[src/rtl/duck_pkg.sv]
// Shared constants and types for the duck-hunter game: screen geometry,
// shot launch/kill rows and the shot slot record.
package duck_pkg;

    localparam int SCREEN_W    = 640;
    localparam int SCREEN_H    = 480;
    localparam int SHOT_H      = 10;

    // Shots launch just above the gun sprite and may travel until fully off-screen.
    localparam int SPAWN_Y_DEF = SCREEN_H - 56;
    localparam int KILL_Y_DEF  = -SHOT_H;

    localparam int SHOT_XW     = $clog2(SCREEN_W);
    localparam int SHOT_YW     = $clog2(SCREEN_H) + 1;

    typedef struct packed {
        logic                      valid;
        logic [SHOT_XW-1:0]        x;
        logic signed [SHOT_YW-1:0] y;
    } shot_t;

endpackage

[src/rtl/shot_free_finder.sv]
// Lowest-index free slot finder: priority encoder over the slot valid bits.
module shot_free_finder #(
    parameter int SLOTS = 8,
    parameter int IW    = $clog2(SLOTS)
) (
    input  logic [SLOTS-1:0] valid,
    output logic [IW-1:0]    free_idx,
    output logic             any_free
);

    // Scan from the top down so the lowest free index is the last one written.
    always_comb begin
        free_idx = '0;
        any_free = 1'b0;
        for (int i = SLOTS - 1; i >= 0; i--) begin
            if (!valid[i]) begin
                free_idx = IW'(i);
                any_free = 1'b1;
            end
        end
    end

endmodule

[src/rtl/shot_pool.sv]
// Projectile pool: launches shots on trigger release, moves live shots up
// once per step tick, retires them on hit or leaving the top, and scans slots.
module shot_pool
    import duck_pkg::*;
#(
    parameter int SLOTS    = 8,
    parameter int IW       = $clog2(SLOTS),
    parameter int CW       = $clog2(SLOTS + 1),
    parameter int XW       = SHOT_XW,
    parameter int YW       = SHOT_YW,
    parameter int SPAWN_Y  = SPAWN_Y_DEF,
    parameter int KILL_Y   = KILL_Y_DEF,
    parameter int STEP_DIV = 60000,
    parameter int STEP_PX  = 1
) (
    input  logic                 clk,
    input  logic                 reset,
    input  logic                 fire,
    input  logic [XW-1:0]        pos_x,
    input  logic                 hit_valid,
    input  logic [IW-1:0]        hit_slot,
    output logic [IW-1:0]        scan_slot,
    output logic                 scan_valid,
    output logic [XW-1:0]        scan_x,
    output logic signed [YW-1:0] scan_y,
    output logic [CW-1:0]        live_count,
    output logic                 full,
    output logic                 shot_fired,
    output logic                 shot_dropped
);

    localparam int PW = $clog2(STEP_DIV);
    localparam logic signed [YW:0]   KILL_EXT = (YW+1)'(KILL_Y);
    localparam logic signed [YW:0]   STEP_EXT = (YW+1)'(STEP_PX);
    localparam logic signed [YW-1:0] SPAWN_V  = YW'(SPAWN_Y);

    logic                 fire_q, fire_d;
    logic [PW-1:0]        presc_q, presc_d;
    logic [IW-1:0]        scan_q, scan_d;
    logic                 fired_q, fired_d;
    logic                 dropped_q, dropped_d;
    logic [SLOTS-1:0]     valid_q, valid_d;
    logic [XW-1:0]        x_q [SLOTS];
    logic [XW-1:0]        x_d [SLOTS];
    logic signed [YW-1:0] y_q [SLOTS];
    logic signed [YW-1:0] y_d [SLOTS];

    logic                 tick;
    logic                 launch_req;
    logic [IW-1:0]        free_idx;
    logic                 any_free;
    logic [CW-1:0]        live_cnt;

    shot_free_finder #(
        .SLOTS (SLOTS),
        .IW    (IW)
    ) u_free_finder (
        .valid    (valid_q),
        .free_idx (free_idx),
        .any_free (any_free)
    );

    always_comb begin
        logic signed [YW:0] stepped;
        fire_d     = fire;
        launch_req = fire_q & ~fire;
        tick       = (presc_q == PW'(STEP_DIV - 1));
        presc_d    = tick ? '0 : presc_q + 1'b1;
        scan_d     = (scan_q == IW'(SLOTS - 1)) ? '0 : scan_q + 1'b1;
        fired_d    = launch_req & any_free;
        dropped_d  = launch_req & ~any_free;
        valid_d    = valid_q;
        for (int i = 0; i < SLOTS; i++) begin
            x_d[i]  = x_q[i];
            y_d[i]  = y_q[i];
            stepped = $signed({y_q[i][YW-1], y_q[i]}) - STEP_EXT;
            // A hit outranks the step; a free slot can only be claimed by a launch.
            if (valid_q[i]) begin
                if (hit_valid && (hit_slot == IW'(i))) begin
                    valid_d[i] = 1'b0;
                end else if (tick) begin
                    if (stepped >= KILL_EXT) begin
                        y_d[i] = stepped[YW-1:0];
                    end else begin
                        valid_d[i] = 1'b0;
                    end
                end
            end else if (fired_d && (free_idx == IW'(i))) begin
                valid_d[i] = 1'b1;
                x_d[i]     = pos_x;
                y_d[i]     = SPAWN_V;
            end
        end
    end

    always_comb begin
        live_cnt = '0;
        for (int i = 0; i < SLOTS; i++) begin
            live_cnt = live_cnt + CW'(valid_q[i]);
        end
    end

    always_ff @(posedge clk or posedge reset) begin
        if (reset) begin
            fire_q    <= 1'b0;
            presc_q   <= '0;
            scan_q    <= '0;
            fired_q   <= 1'b0;
            dropped_q <= 1'b0;
            valid_q   <= '0;
            for (int i = 0; i < SLOTS; i++) begin
                x_q[i] <= '0;
                y_q[i] <= '0;
            end
        end else begin
            fire_q    <= fire_d;
            presc_q   <= presc_d;
            scan_q    <= scan_d;
            fired_q   <= fired_d;
            dropped_q <= dropped_d;
            valid_q   <= valid_d;
            for (int i = 0; i < SLOTS; i++) begin
                x_q[i] <= x_d[i];
                y_q[i] <= y_d[i];
            end
        end
    end

    assign scan_slot    = scan_q;
    assign scan_valid   = valid_q[scan_q];
    assign scan_x       = x_q[scan_q];
    assign scan_y       = y_q[scan_q];
    assign live_count   = live_cnt;
    assign full         = (live_cnt == CW'(SLOTS));
    assign shot_fired   = fired_q;
    assign shot_dropped = dropped_q;

endmodule
[config.mk]
export PLATFORM = sky130hd
export DESIGN_NAME = shot_pool
export DESIGN_NICKNAME = d
export VERILOG_FILES = /design/src/rtl/duck_pkg.sv /design/src/rtl/shot_free_finder.sv /design/src/rtl/shot_pool.sv
export SDC_FILE = /design/constraint.sdc
export NUM_CORES = 1
export LEC_CHECK = 0
export CAP_MARGIN = 20
export CORE_ASPECT_RATIO = 0.8
export CORE_UTILIZATION = 29
export DETAILED_ROUTE_END_ITERATION = 16
export GPL_TIMING_DRIVEN = 0
export PLACE_DENSITY = 0.48
export SLEW_MARGIN = 15
export SYNTH_ARGS = -nofsm -noshare
export SYNTH_HDL_FRONTEND = slang
export SYNTH_HIERARCHICAL = 1
export SYNTH_SLANG_ARGS = --single-unit
[constraint.sdc]
create_clock -name clk -period 7.5 [get_ports clk]
set_clock_uncertainty 0.1 [all_clocks]
set_input_delay 1.125 -clock clk [delete_from_list [all_inputs] [get_ports clk]]
set_output_delay 1.125 -clock clk [all_outputs]
set_load 0.02 [all_outputs]
==> After elaboration in Yosys (flattened, before gate mapping) <==
Index checks and enable logic that the tools add are counted.
{ "classes": {"add_sub_neg": 17, "magnitude_cmp": 10, "n_eq_ne": 41, "mux": 106, "n_bitwise": 14, "n_reduce_logical": 42} }
{ "op_table": {"columns": ["op", "count"], "rows": [
  ["two-way mux 10 bit", 44],
  ["greater-or-equal comparator 11 x 5 -> 1 bit (second input constant)", 8],
  ["subtractor 10 x 2 -> 11 bit (second input constant)", 8],
  ["binary-select mux 10 bit (select 3 bit)", 2],
  ["two-way mux 1 bit", 49],
  ["!= test 2 x 1 -> 1 bit (second input constant)", 16],
  ["AND reduction 4 bit", 8],
  ["== test 3 bit (second input constant)", 9],
  ["two-way mux 3 bit", 9],
  ["adder 16 x 1 -> 16 bit (second input constant)", 1],
  ["adder 4 x 1 -> 4 bit", 4],
  ["== test 16 bit (second input constant)", 1],
  ["logical AND 1 bit", 16],
  ["two-way mux 16 bit", 1],
  ["!= test 2 bit (second input constant)", 8],
  ["AND reduction 2 bit", 8],
  ["nonzero test 2 bit", 8],
  ["== test 3 x 2 -> 1 bit (second input constant)", 4],
  ["NOT 1 bit", 10],
  ["== test 3 x 1 -> 1 bit (second input constant)", 2],
  ["logical NOT 3 bit", 2],
  ["adder 3 x 1 -> 4 bit", 1],
  ["== test 4 bit (second input constant)", 1],
  ["greater-or-equal comparator 4 bit (second input constant)", 1],
  ["7 further kinds", 9]
]} }
{ "totals": {"register_bits": 190, "output_inout_bits": 31, "wordCells": 252} }

==> Depth between registers and ports, before layout <==
Gate-level depths: netlist (run 1).
{ "logic_depth": {"ltp_word": 12, "ltp_mapped": 10, "ltp_nobuf": 10} }

==> By module <==
The synthesis (run 1) kept the hierarchy.
{ "modules_own_cells": {"columns": ["mod", "n_inst", "cells_each", "area_per_inst_um2"], "rows": [
  ["shot_pool", 1, 1180, 11514.8],
  ["shot_free_finder", 1, 14, 77.6]
]} }

==> Worst setup path after synthesis (run 1) <==
No wires, ideal clock.
{ "synth_path": {"path_type": "reg-to-output", "start": "register valid_q[0]", "end": "output full", "arrival_time_ns": 3.531, "required_time_ns": 6.275, "path_slack_ns": 2.744, "path_stages_with_launch": 11, "path_buffers": 0, "path_cell_list": "dfrtp_1 > fa_1 > inv_1 > fa_1 > fa_1 > inv_1 > ha_1 > inv_1 > fa_1 > xnor2_1 > nor4b_1"} }
{ "synth_via": {"elab_chain_len": 8} }
{ "synth_rtl": {"columns": ["element", "line_no", "source"], "rows": [
  ["from (decl)", "shot_pool.sv:42", "logic [SLOTS-1:0] valid_q, valid_d;"],
  ["from (signal assigned)", "shot_pool.sv:121", "valid_q <= valid_d;"],
  ["adder 1 x 1 -> 2 bit", "shot_pool.sv:99", "live_cnt = live_cnt + CW'(valid_q[i]);"],
  ["adder 2 x 1 -> 3 bit", "shot_pool.sv:99", null],
  ["adder 3 x 1 -> 4 bit", "shot_pool.sv:99", null],
  ["adder 4 x 1 -> 4 bit (4 in a row)", "shot_pool.sv:99", null],
  ["via live_count[2]", "shot_pool.sv:26", "output logic [CW-1:0] live_count,"],
  ["== test 4 bit", "shot_pool.sv:134", "assign full = (live_cnt == CW'(SLOTS));"],
  ["to (decl)", "shot_pool.sv:27", "output logic full,"]
]} }
The timed path passes the listed nets, and every way through them passes these cells.

==> Worst setup path after layout (run 1) <==
{ "layout_path": {"start": "register valid_q[1]", "end": "output full"} }
{ "layout_via": {"elab_chain_len": 8} }
{ "layout_rtl": {"columns": ["element", "line_no"], "rows": [
  ["adder 1 x 1 -> 2 bit", "shot_pool.sv:99"],
  ["adder 2 x 1 -> 3 bit", "shot_pool.sv:99"],
  ["adder 3 x 1 -> 4 bit", "shot_pool.sv:99"],
  ["adder 4 x 1 -> 4 bit (4 in a row)", "shot_pool.sv:99"],
  ["== test 4 bit", "shot_pool.sv:134"]
]} }
Every way passes these cells.

==> impl_metrics.tcl, run 1 <==
set metrics [dict create \
    max_slew_margin 0.3320 \
    clock_latency_ns 0.47 \
    postCtsSetupRepairBufs 0 \
    netlist_area_sq_um 11590 \
    yosysMostFrequentCell "dfrtp_1" \
    num_vias 9573 \
    path_cells "fa_1, inv_1, fa_1, fa_1, inv_1, ha_1, inv_1, fa_1, inv_1, nor4b_1, clkdlybuf4s50_1" \
    hold_viol 0 \
    grt_setup_unrepaired "no" \
    firstDrtPassIters 6 \
    min_period_ns 5.522 \
    synthesis.nets 1237 \
    final_layout_size_suffix_gt1_frac 0.1522 \
    start_kind "register" \
    p_leak_uw 0.005604 \
    drcViolationCount 0 \
    io_buffers 47 \
    cts-resized-gates 0 \
    cts_root_buf "clkbuf_16" \
    cts.htree.levels 4 \
    ir_drop_mv 0.1501 \
    p_total_uw 3637 \
    syn_avg_cell_area_sq_um 9.709 \
    grt.met2_usage 0.2421 \
    wl_per_cell_um 19.04 \
    grt_pass1_vias 9049 \
    num_rows 65 \
    syn_to_final_growth_pct 15.09 \
    vias_per_cell 5.286 \
    seq_area_sq_um 4755 \
    yosys_warnings 6 \
    fin_crit_sh 0.7362 \
    wl_um 34490 \
    n_antenna_cell 0 \
    grt-ovfl-total 0 \
    antenna_found_initial 0 \
    grt_pass1_wl_um 54830 \
    crit_slowest_cell "clkdlybuf4s50_1" \
    ioPinCount 48 \
    grt_use_total 0.1761 \
    gp_congestion 0.9258 \
    cts_buffers 17 \
    finalSetupViolations 0 \
    run_status "complete, no violations" \
    min_path_type "register to register" \
    hold_buffers 0 \
    drtAntennaViolNets 0 \
    cts.clk_slew.worst_paths_ns 0.07 \
    cp.arrival_ns 4.30 \
    layout.nets 1305 \
    grt.busiest_layer "met1" \
    powerDensity_nw_per_um2 272.6 \
    fillers 4069 \
    use_met1 0.2786 \
    cp_slowest_stage_delay_ns 0.65 \
    die-height_um 180.8 \
    netlist_instances 1194 \
    ys_top_cells_by_count "dfrtp_1, nand2_1, mux2_2" \
    yosys-top-cells-area "dfrtp_1, mux4_2, mux2_2, nand2_1, o21ai_0" \
    synthArstFlopShare 1.000 \
    max-cap-violations 0 \
    worstMarginPinSlew_ns 1.002 \
    synth.ff_latch_count 190 \
    fin_hold_ws_ns 0.3722 \
    synth_cell_types 76 \
    clock_path_buffers 2 \
    die_w_um 225.5 \
    cp.required_ns 6.27 \
    synth_area_leader_cell "dfrtp_1" \
    coreArea_sq_um 39440 \
    dieArea_sq_um 40780 \
    path_class "register to output pin" \
    drv_slew 0 \
    synth-edff-count 0 \
    synth_top_area_frac 0.4101 \
    synth-main-ff-cell "dfrtp_1" \
    grt_max_degree 98 \
    cp-end-kind "output pin" \
    use_met3 0.02797 \
    cts_sinks 190 \
    path_max_fanout 10 \
    max_freq_ghz 0.1811 \
    start_util 0.2939 \
    hpwl_um 25000 \
    yosysSeqAreaShare 0.4101 \
    cp_num_buf_inv 5 \
    drtIter0Drc 741 \
    cp_top_family "adder cells" \
    cts_tree "yes" \
    multiInputGateArea_sq_um 6304 \
]
==> area by class of cell <==
| type | instances | share of cell area |
|---|---|---|
| Inverter | 59 | 0.01716 |
| Timing Repair Buffer | 49 | 0.03845 |
| Sequential cell | 190 | 0.3564 |
| Tap cell | 536 | 0.05027 |
| Buffer | 78 | 0.02345 |
| Clock buffer | 18 | 0.03217 |
| Clock inverter | 14 | 0.009660 |
| Multi-Input combinational cell | 867 | 0.4725 |
==> layer usage <==
metal	vias up	wire (um)
met5	-	0
met4	0	525
met3	24	1636
met2	269	14410
met1	4777	17920
li1	4503	-
==> worst paths after layout <==
check	start	to	slack [ns]	cells after the start
max in group asynchronous	reset	valid_q[1]	5.22	3
min	x_q[50]	x_q[50]	0.37	2
max	valid_q[1]	full	1.98	11
min reg2reg	x_q[50]	x_q[50]	0.37	2
min in group asynchronous	reset	x_q[2]	1.08	2
max reg2reg	valid_q[1]	y_q[17]	3.84	9
==> worst register-to-register path, cell delays in order (launching register included) <==
cell and delay (ns):
dfrtp_1 0.61, nand4_1 0.18, or3_1 0.42, and3b_1 0.30, nand2_1 0.15, or3_1 0.12, clkbuf_1 0.59, clkbuf_1 0.58
nand2_1 0.26, o21ba_2 0.26
==> where the power goes <==
part	internal [uW]	leakage (uW)	switching, uW
Sequential	1230	0.00246	211
Clock	439	0.000279	464
Combinational	580	0.00287	712
Total	2250	0.00560	1390
==> registers in the layout (all words and copies together), names as in the netlist <==
| signal | cells |
|---|---|
| fire_q | 1 |
| presc_q | 16 |
| scan_slot | 3 |
| shot_dropped | 1 |
| shot_fired | 1 |
| valid_q | 8 |
| x_q | 80 |
| y_q | 80 |
==> kinds of logic after synthesis <==
| group | after synthesis | synth area share |
|---|---|---|
| multiplexers | 119 | 0.1557 |
| adder cells (fa/ha/maj) | 26 | 0.03065 |
| AND/OR/NAND/NOR | 484 | 0.2135 |
| buffers and inverters | 137 | 0.04609 |
| XOR/XNOR | 20 | 0.01511 |
| flip-flops | 190 | 0.4101 |
| AO/OA/AOI/OAI | 218 | 0.1288 |
==> cells in the final DEF (no fill, tap or decap), types with 35 or more instances in the layout <==
master / count
nand2_1: 160
o21ai_0: 57
dfrtp_1: 190
mux2_2: 71
nor2_1: 65
inv_1: 58
clkbuf_1: 65
mux4_2: 42
a21oi_1: 35
clkdlybuf4s50_1: 47
nor3_1: 38
nand3_1: 54
==> stage by stage <==
stage | util | TNS (ns) | setup WS, ns | area [sq um] | std cells
6_report | 0.3382 | 0 | 1.978 | 13340 | 1811
3_5_place_dp | 0.3241 | 0 | 2.444 | 12780 | 1779
4_1_cts | 0.3382 | 0 | 1.933 | 13340 | 1811
3_3_place_gp | 0.3228 | -398.93 | -2.133 | 12730 | 1777
5_1_grt | 0.3382 | 0 | 1.816 | 13340 | 1811
2_1_floorplan | - | 0 | 1.105 | 11590 | 1194
Power figures use the tool's default switching activity.
==> run 2, diff against run 1 <==
==> constraint.sdc (replaced) <==
create_clock -name clk -period 5.8 [get_ports clk]
set_clock_uncertainty 0.1 [all_clocks]
set_input_delay 0.87 -clock clk [delete_from_list [all_inputs] [get_ports clk]]
set_output_delay 0.87 -clock clk [all_outputs]
set_load 0.02 [all_outputs]
==> impl_metrics.tcl, run 2 (same netlist as run 1, synthesis figures left out) <==
set metrics [dict create \
    run_status "complete, no violations" \
    gp_congestion 0.8994 \
    cts_tree "yes" \
    vias_per_cell 5.282 \
    drtAntennaViolNets 0 \
    drv_slew 0 \
    max-cap-violations 0 \
    ioPinCount 48 \
    cp_slowest_stage_delay_ns 0.65 \
    n_antenna_cell 0 \
    cts_buffers 17 \
    die_w_um 225.5 \
    combPwrFrac 0.351 \
    min_path_type "register to register" \
    reg2reg_from "valid_q[1]" \
    crit_slowest_cell "clkdlybuf4s50_1" \
    fin_hold_ws_ns 0.3742 \
    antenna_found_initial 0 \
    powerDensity_nw_per_um2 353.0 \
    grt_setup_unrepaired "no" \
    final_layout_size_suffix_gt1_frac 0.1563 \
    fin_crit_sh 0.9000 \
    final_cell_mix "dfrtp_1, nand2_1, mux2_2" \
    clock_path_buffers 2 \
    num_rows 65 \
    coreArea_sq_um 39440 \
    drtIter0Drc 719 \
    cp.arrival_ns 4.25 \
    tns_ns 0 \
    p_switching_uw 1798 \
    reg_top3 "x_q x80, y_q x80, presc_q x16" \
    grt_pass1_vias 8935 \
    layout.nets 1310 \
    worstMarginPinSlew_ns 0.9769 \
    drcViolationCount 0 \
    wl_per_cell_um 18.84 \
    syn_to_final_growth_pct 16.35 \
    hpwl_um 25530 \
    ir_drop_mv 0.2244 \
    p_leak_uw 0.005652 \
    cts-resized-gates 0 \
    internal_power_uw 2964 \
    die-height_um 180.8 \
    finalSetupViolations 0 \
    postCtsSetupRepairBufs 0 \
    cts.clk_slew.worst_paths_ns 0.07 \
    grt-ovfl-total 0 \
    switching_share 0.3776 \
    pwr-share-clk 0.258 \
    max_freq_ghz 0.1916 \
    path_class "register to output pin" \
    firstDrtPassIters 5 \
    io_buffers 47 \
    p_seq_frac 0.391 \
    cp.required_ns 4.83 \
    crit_start "valid_q[1]" \
    hp-start "x_q[4]" \
    wl_um 34210 \
    start_kind "register" \
    grt_use_total 0.1744 \
    cts.htree.levels 4 \
    clock_latency_ns 0.46 \
    grt_max_degree 33 \
    grt_pass1_wl_um 54270 \
    max_slew_margin 0.3487 \
    dieArea_sq_um 40780 \
    final_common_cell "dfrtp_1" \
    post-place-ws_ns 1.037 \
    num_vias 9593 \
    path_max_fanout 10 \
    cp-end-kind "output pin" \
    min_period_ns 5.220 \
    cts_root_buf "clkbuf_16" \
    cts_sinks 190 \
    finalWorstSetupSlack_ns 0.5801 \
    hold_buffers 0 \
    start_util 0.2939 \
    path_cells "fa_1, inv_1, fa_1, fa_1, inv_1, ha_1, inv_1, fa_1, inv_1, nor4b_1, clkdlybuf4s50_1" \
    hold_viol 0 \
]
==> run 2: power groups by stage <==
stage | clock network [uW] | logic (uW) | registers [uW]
after floorplan | 0 | 1180 | 1780
final | 1230 | 1670 | 1860
after CTS | 1270 | 1680 | 1850
after global routing | 1320 | 1850 | 1900
after detailed placement | 0 | 1670 | 1880
after global placement | 0 | 1640 | 1870
==> run 2: layout make-up <==
cell class                      instances  area, sq um
Buffer                                 78        312.8
Clock buffer                           17        425.4
Clock inverter                         15        182.7
Fill cell                            4032        25960
Inverter                               59        225.2
Multi-Input combinational cell        867         6304
Sequential cell                       190         4755
Tap cell                              536        670.6
Timing Repair Buffer                   54        613.1
==> run 2: path summary, 6_finish.rpt <==
| check | end | slack, ns | cells past startpoint |
|---|---|---|---|
| max in group asynchronous | y_q[65] | 4.00 | 4 |
| hold / removal | x_q[4] | 0.37 | 2 |
| setup / recovery | full | 0.58 | 11 |
| min in group asynchronous | x_q[13] | 0.76 | 2 |
| setup reg to reg | y_q[13] | 2.13 | 9 |
| hold reg to reg | x_q[4] | 0.37 | 2 |
==> run 2: layer usage <==
layer	up-vias	GRT usage	share of wire
met2	236	0.2427	0.42
met3	16	0.03204	0.047
met4	0	0.03293	0.0087
met5	-	0	0
met1	4814	0.2767	0.53
li1	4527	-	-
==> run 2: metrics by stage <==
step,std cells,util,power (uW),instance area [sq um]
final,1816,0.3420,4762,13490
after floorplan,1194,-,2959,11600
after global routing,1816,0.3420,5072,13490
after detailed placement,1784,0.3265,3543,12880
after CTS,1816,0.3420,4793,13490
after global placement,1777,0.3229,3513,12740
==> run 2: worst max-delay path, delay by kind of cell (launching register included) <==
| kind | cells | cell delay, ns |
|---|---|---|
| DFF | 1 | 0.55 |
| adders and majority gates | 5 | 2.09 |
| and+or+nand+nor | 1 | 0.29 |
| buffers and inverters | 5 | 0.87 |
==> run 3, diff against run 2 <==
--- a/config.mk
+++ b/config.mk
@@ -7,10 +7,11 @@
 export LEC_CHECK = 0
 export CAP_MARGIN = 20
 export CORE_ASPECT_RATIO = 0.8
-export CORE_UTILIZATION = 29
+export CORE_UTILIZATION = 55
 export DETAILED_ROUTE_END_ITERATION = 16
+export GPL_ROUTABILITY_DRIVEN = 0
 export GPL_TIMING_DRIVEN = 0
-export PLACE_DENSITY = 0.48
+export PLACE_DENSITY = 0.77
 export SLEW_MARGIN = 15
 export SYNTH_ARGS = -nofsm -noshare
 export SYNTH_HDL_FRONTEND = slang
==> impl_metrics.tcl, run 3 (same netlist as run 1, synthesis figures left out) <==
set metrics [dict create \
    run_status "complete, no violations" \
    switching_share 0.3733 \
    finalSetupViolations 0 \
    hold_buffers 0 \
    start_kind "register" \
    dieArea_sq_um 21660 \
    clock_latency_ns 0.45 \
    cts_root_buf "clkbuf_16" \
    r2r_cells 9 \
    hold_viol 0 \
    fin_hold_ws_ns 0.3755 \
    postCtsSetupRepairBufs 0 \
    top_layer_used "met4" \
    utilization 0.6327 \
    max-cap-violations 0 \
    wl_met1_um 13550 \
    worstMarginPinSlew_ns 0.9887 \
    max_slew_margin 0.3409 \
    drv_slew 0 \
    n_antenna_cell 0 \
    cts.htree.levels 4 \
    cp-end-kind "output pin" \
    cp.arrival_ns 4.28 \
    cts-resized-gates 0 \
    wl_met3_um 3033 \
    final_layout_size_suffix_gt1_frac 0.1548 \
    internal_power_uw 2944 \
    start_util 0.5600 \
    fin_cells 1548 \
    final_cell_mix "dfrtp_1, nand2_1, mux2_2" \
    clock_path_buffers 2 \
    antenna_found_initial 0 \
    grt-ovfl-total 0 \
    cts_sinks 190 \
    vias_per_cell 6.390 \
    min_period_ns 5.249 \
    coreArea_sq_um 20700 \
    cts_buffers 17 \
    grt_pass1_vias 9267 \
    firstDrtPassIters 5 \
    wl_um 30720 \
    p_switching_uw 1754 \
    max_freq_ghz 0.1905 \
    cp.required_ns 4.83 \
    combPwrFrac 0.355 \
    min_path_type "register to register" \
    die_w_um 164.3 \
    p_seq_frac 0.398 \
    dr_wl_met2_um 13350 \
    drtIter0Drc 1110 \
    path_class "register to output pin" \
    grt_setup_unrepaired "no" \
    wl_per_cell_um 19.84 \
    cts.clk_slew.worst_paths_ns 0.07 \
    cts_tree "yes" \
    die-height_um 131.9 \
    io_buffers 47 \
    fillers 1648 \
    path_max_fanout 10 \
    ioPinCount 48 \
    layout.nets 1309 \
    grt_use_total 0.2999 \
    grt_max_degree 35 \
    p_leak_uw 0.005642 \
    dpl.cell_count 1516 \
    ir_drop_mv 0.3235 \
    reg_top3 "x_q x80, y_q x80, presc_q x16" \
    min_path_cells 2 \
    tns_ns 0 \
    powerDensity_nw_per_um2 358.7 \
    num_rows 47 \
    drtAntennaViolNets 0 \
    final_common_cell "dfrtp_1" \
    pwr-share-clk 0.247 \
    num_vias 9891 \
    grt_pass1_wl_um 50030 \
    drcViolationCount 0 \
    hpwl_um 22470 \
    syn_to_final_growth_pct 12.97 \
    fin_crit_sh 0.9051 \
]
run 3: cell count changes in the layout (fill, tap and decap cells not counted), sizes merged:
| cell | delta |
|---|---|
| inv | +5 |
| clkinv | -4 |
| clkbuf | +3 |
| clkinvlp | -3 |
| buf | -1 |
| bufinv | -1 |
run 3: worst max-delay path: stages (launching register included):
cell and delay (ns):
dfrtp_1 0.55, fa_1 0.57, inv_1 0.05, fa_1 0.50, fa_1 0.43, inv_1 0.07
ha_1 0.16, inv_1 0.05, fa_1 0.48, inv_1 0.05, nor4b_1 0.28, clkdlybuf4s50_1 0.65
run 3: worst paths after layout:
check,start,end,slack [ns]
max,valid_q[1],full,0.55
min,x_q[47],x_q[47],0.38
max reg2reg,valid_q[1],y_q[13],2.26
min reg2reg,x_q[47],x_q[47],0.38
max in group asynchronous,reset,x_q[7],3.83
min in group asynchronous,reset,y_q[32],0.75
run 3: power groups by stage:
stage	Combinational, uW	Sequential [uW]	Clock, uW
2_1_floorplan	1180	1780	0
3_3_place_gp	1580	1870	0
3_5_place_dp	1640	1880	0
4_1_cts	1650	1850	1170
5_1_grt	1830	1900	1230
6_report	1670	1870	1160
run 3: cell type report:
| class | count | area, sq um | share of cell area |
|---|---|---|---|
| multi-input cells | 867 | 6304 | 0.4813 |
| flip-flops and latches | 190 | 4755 | 0.3630 |
| repair buffers | 53 | 590.6 | 0.04509 |
| clock buffers | 20 | 456.7 | 0.03487 |
| well taps | 269 | 336.6 | 0.02570 |
| plain buffers | 78 | 312.8 | 0.02388 |
| inverters | 59 | 225.2 | 0.01720 |
| clock inverters | 12 | 116.4 | 0.008885 |
run 3: metrics by stage:
stage | instance area, sq um | worst slack (ns) | total power, uW
finish | 13100 | 0.5507 | 4698
global route | 13100 | 0.3792 | 4958
CTS | 13100 | 0.5472 | 4680
detailed placement | 12520 | 1.023 | 3513
global placement | 12400 | 0.7790 | 3443
floorplan | 11600 | 1.299 | 2959
run 3: per-layer routing:
layer | global-route usage | vias to the layer above
li1 | - | 4516
met1 | 0.4457 | 4847
met2 | 0.4224 | 473
met3 | 0.08147 | 55
met4 | 0.09877 | 0
met5 | 0 | -
